**src/rtl/sram_byte_bridge_pkg.sv**
```systemverilog
// Shared definitions for the 8-bit CPU bus to 16-bit asynchronous SRAM bridge.
// Contents:
//   state_t     - controller states
//   WAIT_CNT_W  - width of the wait-state down-counter (up to 15 extra cycles)
//   sel_byte()  - picks the CPU byte out of a 16-bit SRAM word
package sram_byte_bridge_pkg;

    localparam int WAIT_CNT_W = 4;

    typedef enum logic [2:0] {
        IDLE,
        RD,
        WR_SETUP,
        WR_PULSE,
        WR_HOLD
    } state_t;

    // Byte address bit 0 selects the lane: 0 -> dq[7:0] (LB), 1 -> dq[15:8] (UB).
    function automatic logic [7:0] sel_byte(input logic [15:0] word, input logic hi);
        return hi ? word[15:8] : word[7:0];
    endfunction

endpackage

```
**src/rtl/sram_byte_bridge.sv**
```systemverilog
// sram_byte_bridge
// Memory-side responder for the 8-bit CPU bus. Each byte request is turned into
// a timed access on a 16-bit asynchronous SRAM using the UB/LB byte lanes.
// WAIT_STATES extra cycles are held in the read strobe and in the write pulse.
//
// Ports:
//   clock, reset_n           system clock, async active-low reset
//   req, address, o_data, we CPU request (accepted only while busy=0)
//   i_data, ready, busy      read data, 1-cycle completion pulse, busy flag
//   sram_addr                SRAM word address (address[ADDR_W-1:1])
//   sram_dq_i/o, sram_dq_oe  SRAM data bus halves and tri-state enable
//   sram_ce_n/oe_n/we_n      active-low SRAM strobes
//   sram_ub_n/lb_n           active-low byte lane enables
//
// Build option: define SRAM_BYTE_BRIDGE_WORDBUF_EN to keep the last word read
// from SRAM in a one-word buffer; reads that hit it skip the SRAM access.
//
// state    | meaning
// ---------+-------------------------------------------------------------
// IDLE     | waiting for req; ready pulses here on the cycle after a completion
// RD       | ce_n/oe_n low, counting down wait states (or a buffer hit)
// WR_SETUP | address/data on the bus, we_n still high
// WR_PULSE | we_n low for WAIT_STATES+1 cycles
// WR_HOLD  | we_n high again, data and lane still driven for hold time
module sram_byte_bridge
    import sram_byte_bridge_pkg::*;
#(
    parameter int ADDR_W      = 20,
    parameter int WAIT_STATES = 1
) (
    input  logic              clock,
    input  logic              reset_n,
    input  logic              req,
    input  logic [ADDR_W-1:0] address,
    input  logic [7:0]        o_data,
    input  logic              we,
    output logic [7:0]        i_data,
    output logic              ready,
    output logic              busy,
    output logic [ADDR_W-2:0] sram_addr,
    input  logic [15:0]       sram_dq_i,
    output logic [15:0]       sram_dq_o,
    output logic              sram_dq_oe,
    output logic              sram_ce_n,
    output logic              sram_oe_n,
    output logic              sram_we_n,
    output logic              sram_ub_n,
    output logic              sram_lb_n
);

    localparam logic [WAIT_CNT_W-1:0] WAIT_INIT = WAIT_CNT_W'(WAIT_STATES);

    state_t                state;
    logic [WAIT_CNT_W-1:0] wait_cnt;
    logic                  lane_hi;

`ifdef SRAM_BYTE_BRIDGE_WORDBUF_EN
    logic [15:0]       buf_word;
    logic [ADDR_W-2:0] buf_waddr;
    logic              buf_valid;
    logic              rd_hit;
`endif

    always_ff @(posedge clock or negedge reset_n) begin
        if (!reset_n) begin
            state      <= IDLE;
            wait_cnt   <= '0;
            lane_hi    <= 1'b0;
            i_data     <= 8'h00;
            ready      <= 1'b0;
            busy       <= 1'b0;
            sram_addr  <= '0;
            sram_dq_o  <= 16'h0000;
            sram_dq_oe <= 1'b0;
            sram_ce_n  <= 1'b1;
            sram_oe_n  <= 1'b1;
            sram_we_n  <= 1'b1;
            sram_ub_n  <= 1'b1;
            sram_lb_n  <= 1'b1;
`ifdef SRAM_BYTE_BRIDGE_WORDBUF_EN
            buf_word   <= 16'h0000;
            buf_waddr  <= '0;
            buf_valid  <= 1'b0;
            rd_hit     <= 1'b0;
`endif
        end else begin
            ready <= 1'b0;
            unique case (state)
                IDLE: begin
                    if (req) begin
                        busy      <= 1'b1;
                        sram_addr <= address[ADDR_W-1:1];
                        lane_hi   <= address[0];
                        if (we) begin
                            sram_dq_o  <= {o_data, o_data};
                            sram_dq_oe <= 1'b1;
                            sram_ce_n  <= 1'b0;
                            sram_ub_n  <= ~address[0];
                            sram_lb_n  <= address[0];
                            state      <= WR_SETUP;
                        end else begin
                            wait_cnt <= WAIT_INIT;
                            state    <= RD;
`ifdef SRAM_BYTE_BRIDGE_WORDBUF_EN
                            if (buf_valid && buf_waddr == address[ADDR_W-1:1])
                                rd_hit <= 1'b1;
                            else
`endif
                            begin
                                sram_ce_n <= 1'b0;
                                sram_oe_n <= 1'b0;
                                sram_ub_n <= ~address[0];
                                sram_lb_n <= address[0];
                            end
                        end
                    end
                end

                RD: begin
`ifdef SRAM_BYTE_BRIDGE_WORDBUF_EN
                    if (rd_hit) begin
                        i_data <= sel_byte(buf_word, lane_hi);
                        rd_hit <= 1'b0;
                        ready  <= 1'b1;
                        busy   <= 1'b0;
                        state  <= IDLE;
                    end else
`endif
                    if (wait_cnt == '0) begin
                        i_data    <= sel_byte(sram_dq_i, lane_hi);
                        ready     <= 1'b1;
                        busy      <= 1'b0;
                        sram_ce_n <= 1'b1;
                        sram_oe_n <= 1'b1;
                        sram_ub_n <= 1'b1;
                        sram_lb_n <= 1'b1;
                        state     <= IDLE;
`ifdef SRAM_BYTE_BRIDGE_WORDBUF_EN
                        buf_word  <= sram_dq_i;
                        buf_waddr <= sram_addr;
                        buf_valid <= 1'b1;
`endif
                    end else begin
                        wait_cnt <= wait_cnt - 1'b1;
                    end
                end

                WR_SETUP: begin
                    sram_we_n <= 1'b0;
                    wait_cnt  <= WAIT_INIT;
                    state     <= WR_PULSE;
                end

                WR_PULSE: begin
                    if (wait_cnt == '0) begin
                        sram_we_n <= 1'b1;
                        state     <= WR_HOLD;
                    end else begin
                        wait_cnt <= wait_cnt - 1'b1;
                    end
                end

                WR_HOLD: begin
                    sram_dq_oe <= 1'b0;
                    sram_ce_n  <= 1'b1;
                    sram_ub_n  <= 1'b1;
                    sram_lb_n  <= 1'b1;
                    ready      <= 1'b1;
                    busy       <= 1'b0;
                    state      <= IDLE;
`ifdef SRAM_BYTE_BRIDGE_WORDBUF_EN
                    // Keep the buffered word coherent with the byte just written.
                    if (buf_valid && buf_waddr == sram_addr) begin
                        if (lane_hi)
                            buf_word[15:8] <= sram_dq_o[15:8];
                        else
                            buf_word[7:0]  <= sram_dq_o[7:0];
                    end
`endif
                end

                default: state <= IDLE;
            endcase
        end
    end

endmodule

```
**config.mk**
```make
export PLATFORM = sky130hd
export DESIGN_NAME = sram_byte_bridge
export DESIGN_NICKNAME = d
export VERILOG_FILES = /design/src/rtl/sram_byte_bridge_pkg.sv /design/src/rtl/sram_byte_bridge.sv
export SDC_FILE = /design/constraint.sdc
export NUM_CORES = 1
export LEC_CHECK = 0
export BUFFER_PORTS_ARGS = -buffer_cell sky130_fd_sc_hd__buf_4
export CAP_MARGIN = 30
export CORE_AREA = 2 2 85 87
export DETAILED_ROUTE_END_ITERATION = 10
export DIE_AREA = 0 0 87 89
export GPL_ROUTABILITY_DRIVEN = 0
export GPL_TIMING_DRIVEN = 1
export PLACE_DENSITY = 0.65
export SLEW_MARGIN = 15
export SYNTH_ARGS = -nofsm -noshare
export SYNTH_HDL_FRONTEND = slang
export SYNTH_SLANG_ARGS = --single-unit
```
**constraint.sdc**
```tcl
create_clock -name clock -period 1.7 [get_ports clock]
set_clock_uncertainty 0.2 [all_clocks]
set_input_delay 0.34 -clock clock [delete_from_list [all_inputs] [get_ports clock]]
set_output_delay 0.34 -clock clock [all_outputs]
set_load 0.1 [all_outputs]
```
==> flow_summary.toml <==
[setup_path]
worst_setup_path_start_kind = "flop"
critPathKind = "flop to primary output"
cp_slowest_cell = "dfstp_2"
critPathMaxFanout = 3
path_depth = 1
crit_path_cell_trace = "buf_6"
r2r_cells = 6
arrival_ns = 1.12
cpPeakStageDelay_ns = 0.58
cp-startpoint = "sram_lb_n$_DFFE_PN1P_"
reg2reg_from = "wait_cnt[0]$_DFFE_PN0P_"
required_ns = 1.16
cp-end-kind = "primary output"
cp_top_family = "flip-flops"
path_buf_inv = 1

[routing]
vias_per_cell = 4.83
ant_nets = 0
drt_iter0_markers = 62
drc = 0
wl_per_cell_um = 14.8
drt-total-wl_mm = 5.38
drt_first_pass_iters = 4
route.vias.total = 1764

[die]
core_um2 = 6720
die_h_um = 89
num_rows = 30
io_pins = 99
die_w_um = 87
initial_core_util_pct = 34.3
die_area_um2 = 7740

[grt]
grt_usage_pct = 13.9
grt_pass1_vias = 1754
antenna_found_initial = 0
gr-total-overflow = 0
grt_max_degree = 25
grt_pass1_wl_mm = 8.38

[timing]
finalCritPeriodShare_pct = 97.6
fin_tns_setup_ns = 0
fmax_mhz = 603
setup_viol = 0
rsz0062_at_grt = "yes"
hold_violations = 0
min_period_ns = 1.66
slew_headroom_pct = 68.3
slew_viol_final = 0
tightest_slew_ns = 0.475

[worst_hold_path]
hold_depth = 2
hold_class = "input port to flop"
worstHoldStart = "address[18]"

[synthesis]
synth.most_common_cell = "dfrtp_1"
synthFlopType = "dfrtp_1"
synth_cell_type_count = 38
synthTopCellsByCount = "dfrtp_1 (46), a21oi_1 (21), mux2_2 (20)"
yosys_warnings = 0
ys_ff_latch = 51
seq_area_frac_synth_pct = 55.6
async_reset_ff_share_pct = 100
synth_area_um2 = 2310
avgSynthCellArea_um2 = 13.3
yosys.area.top_type = "dfrtp_1"
synth-edff-count = 0
netlist.area_leader.share_pct = 49.9
synth.area.top_cells = "dfrtp_1 (50%), mux2_2 (9.8%), dfstp_2 (5.7%), mux2_4 (5.2%), a21oi_1 (4.6%)"
synth_cells = 173
synth_fp_nets = 223

[cells_and_area]
fillers = 591
stdcell_count = 365
area_growth_pct = 46.6
antenna_cells = 0
fin_nets = 334
drive_gt1_share_pct = 63.2

[run]
max-cap-violations = 0

[cts]
cts_root_buffer = "clkbuf_8"
clock-sinks = 51
cts_htree_levels = 2
cts_buffer_depth = 2
path_clk_slew_ns = 0.09
cts_tree = "built"
clkLatencyLatePin_ns = 0.31
cts_buffers = 5

[placement]
io_buffers = 98
place_hpwl_mm = 4.05
dpl.cell_count = 352

[outcome]
status = "complete, no violations"
registers in the layout (all words and copies together) (netlist names):
register    cells
sram_we_n       1
sram_ce_n       1
i_data          8
lane_hi         1
sram_lb_n       1
sram_ub_n       1
wait_cnt        4
busy            1
sram_dq_o       8
sram_dq_oe      1
sram_addr      19
sram_oe_n       1
ready           1
state           3
worst paths after layout:
kind                                                  end  slack [ns]
worst min register to register  sram_addr[17]$_DFFE_PN0P_        0.30
worst max-delay path                            sram_lb_n        0.04
worst max register to register      sram_lb_n$_DFFE_PN1P_        0.05
worst min-delay path            sram_addr[17]$_DFFE_PN0P_        0.05
min in group asynchronous        sram_dq_o[9]$_DFFE_PN0P_        0.26
max in group asynchronous           sram_lb_n$_DFFE_PN1P_        0.51
timing repair:
| action | CTS | global route |
|---|---|---|
| pin swaps | 0 | 4 |
| hold buffers | 2 | 0 |
| endpoints found under the setup margin | 7 | 31 |
| gates resized for setup | 6 | 9 |
| hold endpoints to repair | 23 | 0 |
| buffers inserted | 0 | 3 |
layout by cell type, fill, tap and decap left out, types with 2 or more instances in the layout:
| cell type | netlist | routed |
|---|---|---|
| a221oi_2 | 2 | 3 |
| dlygate4sd3_1 | 0 | 2 |
| a22o_1 | 2 | 2 |
| clkbuf_8 | 0 | 5 |
| nand2b_1 | 4 | 4 |
| buf_12 | 0 | 2 |
| mux2_4 | 8 | 8 |
| mux2i_1 | 9 | 9 |
| inv_2 | 0 | 2 |
| nor3b_4 | 1 | 2 |
| nand2_1 | 2 | 2 |
| a31oi_1 | 3 | 3 |
| dfstp_2 | 5 | 5 |
| dfrtp_2 | 0 | 8 |
| a21o_1 | 3 | 3 |
| nor2_1 | 3 | 3 |
| a211oi_1 | 3 | 3 |
| mux2_2 | 20 | 20 |
| buf_6 | 3 | 8 |
| a21oi_1 | 21 | 21 |
| inv_1 | 5 | 3 |
| dfrtp_1 | 46 | 38 |
| buf_4 | 9 | 110 |
routing by layer:
metal / vias to the layer above / part of all wire [%] / global-route usage (%)
met5: - / 0 / 0
met4: 0 / 1.3 / 5.97
met3: 10 / 6.2 / 3.42
met2: 66 / 49 / 23.3
met1: 855 / 44 / 17.2
li1: 833 / - / -
cells by family (layout without fill, tap and decap cells):
kind of cell | after synthesis | after routing | share of synthesized area (%)
AOI/OAI and AO/OA | 40 | 40 | 11.6
buffers and inverters | 23 | 135 | 6.40
adders and majority gates | 2 | 2 | 1.08
DFF | 51 | 51 | 55.6
and+or+nand+nor | 19 | 19 | 5.97
muxes | 38 | 38 | 19.4
per-stage QoR:
| step | cell area (µm²) | setup slack, ns | hold slack, ns | util, % |
|---|---|---|---|---|
| after floorplan | 2320 | 0.0120 | -0.156 | - |
| after global placement | 3200 | 0.0301 | 0.0581 | 47.6 |
| after detailed placement | 3200 | -0.0774 | 0.0640 | 47.6 |
| after CTS | 3330 | 0.00300 | 0.0390 | 49.6 |
| after global routing | 3380 | -0.0245 | 0.0276 | 50.4 |
| final | 3380 | 0.0416 | 0.0468 | 50.4 |
area by class of cell:
type	instances	area, µm²	area share [%]
sequential	51	1290	38.2
multi-input combinational	99	910	26.9
inverter	5	18.8	0.555
tap	80	100	2.96
clock buffer	6	72.6	2.14
clock inverter	2	13.8	0.407
timing repair buffer	122	976	28.8
Power is left out: the tool's default activity adds up to more than one toggle a clock period on the data nets, which glitch-free logic cannot reach.
